$ cat src/rtl/radio_audio_averager.sv
// Decimating block-sum stage feeding the radio audio input: sums N signed samples,
// queues each completed sum in a small FIFO and presents the head on a stb/ack stream.
module radio_audio_averager #(
  parameter int SAMPLE_WIDTH = 16,
  parameter int FIFO_DEPTH   = 4,
  parameter int DEFAULT_AVG  = 1
) (
  input  logic                           clk,
  input  logic                           rst,
  input  logic signed [SAMPLE_WIDTH-1:0] sample_in,
  input  logic                           sample_valid,
  input  logic [31:0]                    average_samples,
  input  logic                           average_samples_stb,
  output logic                           average_samples_ack,
  output logic [31:0]                    audio_out,
  output logic                           audio_out_stb,
  input  logic                           audio_out_ack,
  output logic [15:0]                    overflow_count
);

  localparam int          AW    = $clog2(FIFO_DEPTH);
  localparam logic [15:0] DEF_N = 16'(DEFAULT_AVG);

  logic          ack_q, ack_d;
  logic          pend_v_q, pend_v_d;
  logic [15:0]   pend_n_q, pend_n_d;
  logic [15:0]   n_q, n_d;
  logic [31:0]   acc_q, acc_d;
  logic [15:0]   cnt_q, cnt_d;
  logic [AW:0]   wr_ptr_q, wr_ptr_d;
  logic [AW:0]   rd_ptr_q, rd_ptr_d;
  logic [31:0]   out_q, out_d;
  logic          out_stb_q, out_stb_d;
  logic [15:0]   ovf_q, ovf_d;
  logic [31:0]   mem_q [FIFO_DEPTH];

  logic          cfg_accept;
  logic [15:0]   cfg_n;
  logic          apply_pend;
  logic [15:0]   n_eff;
  logic [31:0]   sum_next;
  logic          blk_done;
  logic          fifo_empty, fifo_full;
  logic          pop, push, drop;
  logic [15:0]   unused_avg_hi;

  assign unused_avg_hi = average_samples[31:16];

  always_comb begin
    cfg_accept = average_samples_stb && !ack_q;
    cfg_n      = (average_samples[15:0] == 16'd0) ? 16'd1 : average_samples[15:0];
    // A pending N accepted on an earlier edge takes effect whenever no block is open,
    // so it governs the sample (if any) arriving on this edge.
    apply_pend = (cnt_q == 16'd0) && pend_v_q;
    n_eff      = apply_pend ? pend_n_q : n_q;
    sum_next   = acc_q + 32'(sample_in);
    blk_done   = sample_valid && (cnt_q == n_eff - 16'd1);

    fifo_empty = (wr_ptr_q == rd_ptr_q);
    fifo_full  = (wr_ptr_q[AW] != rd_ptr_q[AW]) &&
                 (wr_ptr_q[AW-1:0] == rd_ptr_q[AW-1:0]);
    pop        = !out_stb_q && !fifo_empty;
    push       = blk_done && (!fifo_full || pop);
    drop       = blk_done && fifo_full && !pop;
  end

  always_comb begin
    ack_d     = cfg_accept;
    pend_v_d  = pend_v_q;
    pend_n_d  = pend_n_q;
    n_d       = n_q;
    acc_d     = acc_q;
    cnt_d     = cnt_q;
    wr_ptr_d  = wr_ptr_q;
    rd_ptr_d  = rd_ptr_q;
    out_d     = out_q;
    out_stb_d = out_stb_q;
    ovf_d     = ovf_q;

    if (apply_pend) begin
      n_d      = pend_n_q;
      pend_v_d = 1'b0;
    end
    if (cfg_accept) begin
      pend_n_d = cfg_n;
      pend_v_d = 1'b1;
    end

    if (sample_valid) begin
      if (blk_done) begin
        acc_d = '0;
        cnt_d = '0;
      end else begin
        acc_d = sum_next;
        cnt_d = cnt_q + 16'd1;
      end
    end

    if (push) wr_ptr_d = wr_ptr_q + (AW+1)'(1);
    if (drop && (ovf_q != '1)) ovf_d = ovf_q + 16'd1;

    if (out_stb_q && audio_out_ack) begin
      out_stb_d = 1'b0;
    end else if (pop) begin
      out_d     = mem_q[rd_ptr_q[AW-1:0]];
      out_stb_d = 1'b1;
      rd_ptr_d  = rd_ptr_q + (AW+1)'(1);
    end
  end

  always_ff @(posedge clk or negedge rst) begin
    if (!rst) begin
      ack_q     <= 1'b0;
      pend_v_q  <= 1'b0;
      pend_n_q  <= '0;
      n_q       <= DEF_N;
      acc_q     <= '0;
      cnt_q     <= '0;
      wr_ptr_q  <= '0;
      rd_ptr_q  <= '0;
      out_q     <= '0;
      out_stb_q <= 1'b0;
      ovf_q     <= '0;
    end else begin
      ack_q     <= ack_d;
      pend_v_q  <= pend_v_d;
      pend_n_q  <= pend_n_d;
      n_q       <= n_d;
      acc_q     <= acc_d;
      cnt_q     <= cnt_d;
      wr_ptr_q  <= wr_ptr_d;
      rd_ptr_q  <= rd_ptr_d;
      out_q     <= out_d;
      out_stb_q <= out_stb_d;
      ovf_q     <= ovf_d;
    end
  end

  // Storage needs no reset: emptiness is carried entirely by the pointers.
  always_ff @(posedge clk) begin
    if (push) mem_q[wr_ptr_q[AW-1:0]] <= sum_next;
  end

  assign average_samples_ack = ack_q;
  assign audio_out           = out_q;
  assign audio_out_stb       = out_stb_q;
  assign overflow_count      = ovf_q;

endmodule

$ cat config.mk
export PLATFORM = sky130hd
export DESIGN_NAME = radio_audio_averager
export DESIGN_NICKNAME = d
export VERILOG_FILES = /design/src/rtl/radio_audio_averager.sv
export SDC_FILE = /design/constraint.sdc
export NUM_CORES = 1
export LEC_CHECK = 0
export ABC_AREA = 1
export BUFFER_PORTS_ARGS = -buffer_cell sky130_fd_sc_hd__clkbuf_2
export CAP_MARGIN = 20
export CORE_MARGIN = 1.5
export CORE_UTILIZATION = 45
export DETAILED_ROUTE_END_ITERATION = 12
export MAX_ROUTING_LAYER = met4
export PLACE_DENSITY = 0.67
export SLEW_MARGIN = 20
export SYNTH_ARGS = -nofsm -noshare
export SYNTH_HDL_FRONTEND = slang
export SYNTH_SLANG_ARGS = --single-unit
$ cat constraint.sdc
create_clock -name clk -period 4.5 [get_ports clk]
set_clock_uncertainty 0.05 [all_clocks]
set_input_delay 0.45 -clock clk [delete_from_list [all_inputs] [get_ports clk]]
set_output_delay 0.45 -clock clk [all_outputs]
set_load 0.02 [all_outputs]
==> results of run 1 <==
-- logic make-up (layout without fill, tap and decap cells) --
| kind of cell | count (synthesis) | after routing |
|---|---|---|
| buf+inv | 224 | 340 |
| compound gates | 194 | 194 |
| simple gates | 622 | 622 |
| mux | 33 | 33 |
| fa+ha+maj | 41 | 41 |
| xor+xnor | 55 | 55 |
| flops | 265 | 265 |
-- report_power, final --
part	internal (mW)	switching [mW]	total, mW
Sequential	3.16	0.135	3.29
Clock	1.47	0.956	2.42
Combinational	0.680	1.53	2.21
Total	5.30	2.62	7.92
-- worst max-delay path: stages, from the launching register on --
cell,delay [ns]
dfrtp_1,0.43
inv_1,0.09
ha_1,0.21
inv_1,0.05
nor2_1,0.08
nand2_1,0.13
nor2_8,0.15
nand3_4,0.08
nand2_1,0.07
nand2_1,0.10
ha_1,0.31
nor2_1,0.04
inv_1,0.07
nand3_1,0.06
nor3b_1,0.24
nand3_1,0.12
nor2_1,0.12
nand3_1,0.10
nor2_2,0.15
nand3_1,0.08
inv_1,0.12
nand2_1,0.18
nor2_2,0.18
buf_12,0.23
-- layer usage --
| metal | track usage, % | vias to the layer above |
|---|---|---|
| li1 | - | 4995 |
| met1 | 27.7 | 4663 |
| met2 | 30.3 | 235 |
| met3 | 2.37 | 41 |
| met4 | 4.38 | 0 |
| met5 | - | - |
-- registers in the layout (all words and copies together) (netlist names), 16 cells and up --
register	count
overflow_count	16
acc_q	32
cnt_q	16
mem_q	128
pend_n_q	16
n_q	16
audio_out	32
-- per-stage QoR --
step	hold slack, ns	power (mW)	std cells
after floorplan	0.104	4.83	1434
after global placement	0.418	5.44	1885
after detailed placement	0.422	5.50	1885
after CTS	0.00716	7.96	1940
after global routing	0.0262	8.40	1940
final	0.0336	7.92	1940
-- final cells by class --
cell class,instances,share of cell area [%]
sequential,265,47.1
multi-input combinational,945,34.9
clock buffer,38,5.11
inverter,182,4.43
timing repair buffer,104,4.04
tap,390,3.16
clock inverter,16,1.28
-- cell usage in the layout (no fill, tap or decap), types with 8 or more instances in the layout --
cell / n
a21oi_1: 42
a31oi_1: 12
buf_4: 13
clkbuf_16: 29
clkbuf_2: 85
dfrtp_1: 134
edfxtp_1: 128
ha_1: 40
inv_1: 173
inv_2: 8
mux2_2: 33
nand2_1: 289
nand2_2: 12
nand3_1: 49
nand4_1: 32
nor2_1: 170
nor2_2: 12
nor3_1: 19
o21ai_0: 88
o32ai_1: 32
xnor2_1: 23
xor2_1: 30
-- path summary, 6_finish.rpt --
| kind | startpoint | to | slack [ns] | depth (start not counted) |
|---|---|---|---|---|
| hold reg to reg | acc_q[27]$_DFFE_PN0P_ | acc_q[27]$_DFFE_PN0P_ | 0.43 | 2 |
| min in group asynchronous | rst | average_samples_ack$_DFF_PN0_ | 0.42 | 2 |
| hold / removal | audio_out_ack | audio_out_stb$_DFFE_PN0P_ | 0.03 | 2 |
| setup reg to reg | cnt_q[1]$_DFFE_PN0P_ | mem_q[3][31]$_DFFE_PP_ | 0.66 | 23 |
| setup / recovery | cnt_q[1]$_DFFE_PN0P_ | mem_q[3][31]$_DFFE_PP_ | 0.66 | 23 |
| max in group asynchronous | rst | audio_out[21]$_DFFE_PN0P_ | 2.99 | 3 |
-- repair_timing --
item	CTS	global route
hold endpoints to repair	70	0
buffers inserted	0	0
resized for setup	0	0
hold buffers	1	0
==> reports/metrics.cfg, run 1 <==
[finish]
antenna_cells = 0
fill_cells = 2704
finalInstanceArea_um2 = 15500
regArea_um2 = 7280
fin_util_pct = 52.2
multi_input_area_um2 = 5400
drive_above_1_share_pct = 15.7
nets = 1621
syn2layout_area_growth_pct = 14.0

[route]
top_layer_used = met4
drc = 0
final_antenna_net_count = 0
vias_per_cell = 5.12
wl_met2_mm = 12.7
vias = 9934
first_iter_violations = 584
detail_route.first_pass.iterations = 5
wl_mm = 28.8
wl_met1_mm = 14.0
wl_met3_mm = 1.51
wire_per_inst_um = 14.8

[synth]
synthCells = 1434
ys_dominant_reg_cell = dfrtp_1
synthSimpleGateAreaFrac_pct = 20.9
yosysSeqAreaShare_pct = 53.6
synth.avg_cell_area_um2 = 9.45
yosysWarningCount = 0
async_flop_share_pct = 51.7
synth_edf_count = 128
syn-num-nets = 1528
synth_top_family_by_area = simple AND/OR/NAND/NOR gates
yosys.area.top_type = edfxtp_1
syn_area_um2 = 13600
synth_compound_area_share_pct = 8.57
ys_types = 52
synthTopCellsByArea = edfxtp_1 (28%), dfrtp_1 (25%), nand2_1 (8.0%)
yosys.area_share.xor_xnor_pct = 3.71
synth_top_area_share_pct = 28.3
ys_ff_latch = 265
synth_fa_ha_area_share_pct = 3.84
synth_mux_area_share_pct = 2.74
ys_top_cells_by_count = nand2_1 (290), inv_1 (174), nor2_1 (174)
yosysMostFrequentCell = nand2_1

[placed_design]
placed_cell_area_um2 = 14500
routabilityCongestion = 0.875
dpl_worst_slack_ns = 0.689
hpwl_mm = 19.8
io_buffers = 86

[critical_path]
path_class = register to register
critPathArrivalTime_ns = 4.03
cp-end-kind = register
required_ns = 4.69
worstPathMaxFanout = 32
startpoint_type = register

[floorplanning]
core_area_um2 = 29600
die_h_um = 177
io-pin-count = 103
rows = 63
fp.dieW_um = 177
die_area_um2 = 31200
initial_utilization_pct = 45.7

[pwr]
p_per_area_nw_per_um2 = 512
p_leak_nw = 7.23
vdd_drop_max_v = 0.000350

[global_route]
grt_pass1_vias = 9529
antenna_found_initial = 0
grt.overflow.total = 0
grt_use_total_pct = 19.6
grt_pass1_wl_mm = 47.8
grt_max_degree = 74

[clock_network]
cts_made_buffers = 29
ctsRootBufferMaster = clkbuf_16
clk_latency_ns = 0.57
cts_tree = built
clk_pin_slew_ns = 0.06
clock_sinks = 265
cts_buffer_depth = 3
htree_levels = 1

[sta]
maxSlewHeadroom_pct = 40.5
timing.final.crit_share_pct = 85.4
hold_viol_final = 0
tns_ns = 0
rsz0062_at_grt = false
slew_violations = 0
max_freq_mhz = 260
fin_ws_ns = 0.657
tightest_slew_ns = 0.892
setup_viol = 0
finalCriticalPeriod_ns = 3.84

[hold_path]
hp-class = primary input to register

[flow_run]
cap_violations = 0

[status]
outcome = finished clean

Power figures use the tool's default switching activity.
==> run 2: changes to the inputs <==
--- a/config.mk
+++ b/config.mk
@@ -9,10 +9,11 @@
 export BUFFER_PORTS_ARGS = -buffer_cell sky130_fd_sc_hd__clkbuf_2
 export CAP_MARGIN = 20
 export CORE_MARGIN = 1.5
-export CORE_UTILIZATION = 45
+export CORE_UTILIZATION = 61
 export DETAILED_ROUTE_END_ITERATION = 12
+export GPL_ROUTABILITY_DRIVEN = 0
 export MAX_ROUTING_LAYER = met4
-export PLACE_DENSITY = 0.67
+export PLACE_DENSITY = 0.83
 export SLEW_MARGIN = 20
 export SYNTH_ARGS = -nofsm -noshare
 export SYNTH_HDL_FRONTEND = slang
==> constraint.sdc (replaced) <==
create_clock -name clk -period 4.25 [get_ports clk]
set_clock_uncertainty 0.05 [all_clocks]
set_input_delay 0.425 -clock clk [delete_from_list [all_inputs] [get_ports clk]]
set_output_delay 0.425 -clock clk [all_outputs]
set_load 0.02 [all_outputs]
==> run 2 against run 1 <==
Net effect: via count grew 1.2%; sequential power grew 6.1%; cell area shrank 1.3%; utilization grew 18 points; largest power group unchanged.
==> reports/metrics.cfg, run 2 (synthesis results as in run 1) <==
[placed_design]
dp.cells = 1774
dpl_worst_slack_ns = 0.413
placed_cell_area_um2 = 14300
hpwl_mm = 19.6
io_buffers = 86

[finish]
multi_input_area_um2 = 5400
drive_above_1_share_pct = 15.6
fill_cells = 1568
regArea_um2 = 7280
syn2layout_area_growth_pct = 12.6
finalInstanceArea_um2 = 15300
nets = 1621
fin_util_pct = 69.9
largest_reg_flops = 128
layout_common_cells = nand2_1 (289), inv_1 (173), nor2_1 (170)
final_common_cell = nand2_1
finalNonFillerCells = 1830

[route]
final_antenna_net_count = 0
vias_per_cell = 5.49
vias = 10100
detail_route.first_pass.iterations = 6
first_iter_violations = 843
drc = 0
wl_mm = 28.7
wire_per_inst_um = 15.7

[status]
outcome = finished clean

[global_route]
antenna_found_initial = 1
grt_use_total_pct = 25.6
grt.met3_usage_pct = 3.08
grtUsageMet2_pct = 39.6
grt_max_degree = 107
grt_pass1_vias = 9494
met1_usage_pct = 36.6
grt.overflow.total = 0
grt_pass1_wl_mm = 47.2
grt-busiest-layer = met2

[sta]
fin_ws_ns = 0.429
setup_viol = 0
rsz0062_at_grt = false
finalCriticalPeriod_ns = 3.82
tns_ns = 0
max_freq_mhz = 262
tightest_slew_ns = 0.912
timing.final.crit_share_pct = 89.9
slew_violations = 0
maxSlewHeadroom_pct = 39.2
hold_viol_final = 0
holdWs_ns = 0.0456

[floorplanning]
core_area_um2 = 21800
die_area_um2 = 23100
die_h_um = 152
initial_utilization_pct = 62.1
fp.dieW_um = 152
io-pin-count = 103
rows = 54

[pwr]
vdd_drop_max_v = 0.000318
total_power_mw = 8.23
p_leak_nw = 7.20
p_per_area_nw_per_um2 = 539

[hold_path]
hp-class = primary input to register
hold_end = average_samples_ack$_DFF_PN0_
min_from = average_samples_stb
min_path_cells = 3

[flow_run]
cap_violations = 0

[critical_path]
worstPathMaxFanout = 32
r2r_start = cnt_q[0]$_DFFE_PN0P_
startpoint_type = register
cp_num_buf_inv = 5
rr_worst_depth = 22
r2r_setup_slack_ns = 0.43
slowest_stage = dfrtp_1
critical-path-top-delay-family = simple AND/OR/NAND/NOR gates
critical_path_depth = 22
cp_cell_sequence = inv_1 -> ha_1 -> inv_1 -> nor2_1 -> nand2_1 -> nor2_8 -> nand4_1 -> nand2_2 -> ha_1 -> nand2_1 -> nor2_4 -> nand3_1 -> nand3_1 -> nand2_1 -> inv_1 -> nand3_1 -> nor2_2 -> nand3_1 -> inv_1 -> nand2_1 -> nor2_2 -> buf_12
critPathArrivalTime_ns = 4.00
slowest_delay_ns = 0.40
required_ns = 4.43
r2r-end = mem_q[0][18]$_DFFE_PP_
path_class = register to register
cp-end-kind = register

[clock_network]
post_cts_resized = 0
cts_buffer_depth = 3
clock_sinks = 265
cts.hold.buffers_added = 1
cts_tree = built
htree_levels = 1
cts_made_buffers = 28
ctsRootBufferMaster = clkbuf_16
clk_pin_slew_ns = 0.06
post_cts_buffers = 0
clk_latency_ns = 0.56

[run 2: worst reg2reg max path, stage by stage, from the launching register on]
cell and delay [ns]:
dfrtp_1 0.40, inv_1 0.13, ha_1 0.23, inv_1 0.05, nor2_1 0.09, nand2_1 0.15
nor2_8 0.17, nand4_1 0.13, nand2_2 0.15, ha_1 0.23, nand2_1 0.10, nor2_4 0.18
nand3_1 0.10, nand3_1 0.16, nand2_1 0.07, inv_1 0.06, nand3_1 0.07, nor2_2 0.14
nand3_1 0.08, inv_1 0.14, nand2_1 0.19, nor2_2 0.19, buf_12 0.24
[run 2: layer usage]
layer / vias to the layer above / wire, um / part of all wire (%)
met1: 4696 / 12700 / 44
li1: 4979 / - / -
met4: 0 / 454 / 1.6
met3: 41 / 1910 / 6.7
met5: - / 0 / 0
met2: 338 / 13600 / 47
[run 2: layout make-up]
type / count / area share [%]
Inverter: 182 / 4.48
Antenna cell: 1 / 0.0164
Sequential cell: 265 / 47.7
Tap cell: 280 / 2.30
Clock buffer: 37 / 5.07
Clock inverter: 15 / 0.787
Timing Repair Buffer: 105 / 4.29
Multi-Input combinational cell: 945 / 35.4
[run 2: worst max-delay path by stage]
stage	start	to	slack [ns]
after CTS	cnt_q[0]$_DFFE_PN0P_	mem_q[2][13]$_DFFE_PP_	0.45
after global placement	cnt_q[0]$_DFFE_PN0P_	mem_q[0][0]$_DFFE_PP_	0.48
final	cnt_q[0]$_DFFE_PN0P_	mem_q[0][18]$_DFFE_PP_	0.43
after global routing	cnt_q[0]$_DFFE_PN0P_	mem_q[0][18]$_DFFE_PP_	0.07
after detailed placement	sample_in[0]	mem_q[3][22]$_DFFE_PP_	0.41
after floorplan	cnt_q[0]$_DFFE_PN0P_	mem_q[0][0]$_DFFE_PP_	-0.12
[run 2: power by group]
part | internal, mW | total [mW] | switching, mW
logic | 0.723 | 2.39 | 1.66
registers | 3.34 | 3.49 | 0.148
clock network | 1.35 | 2.35 | 1.01
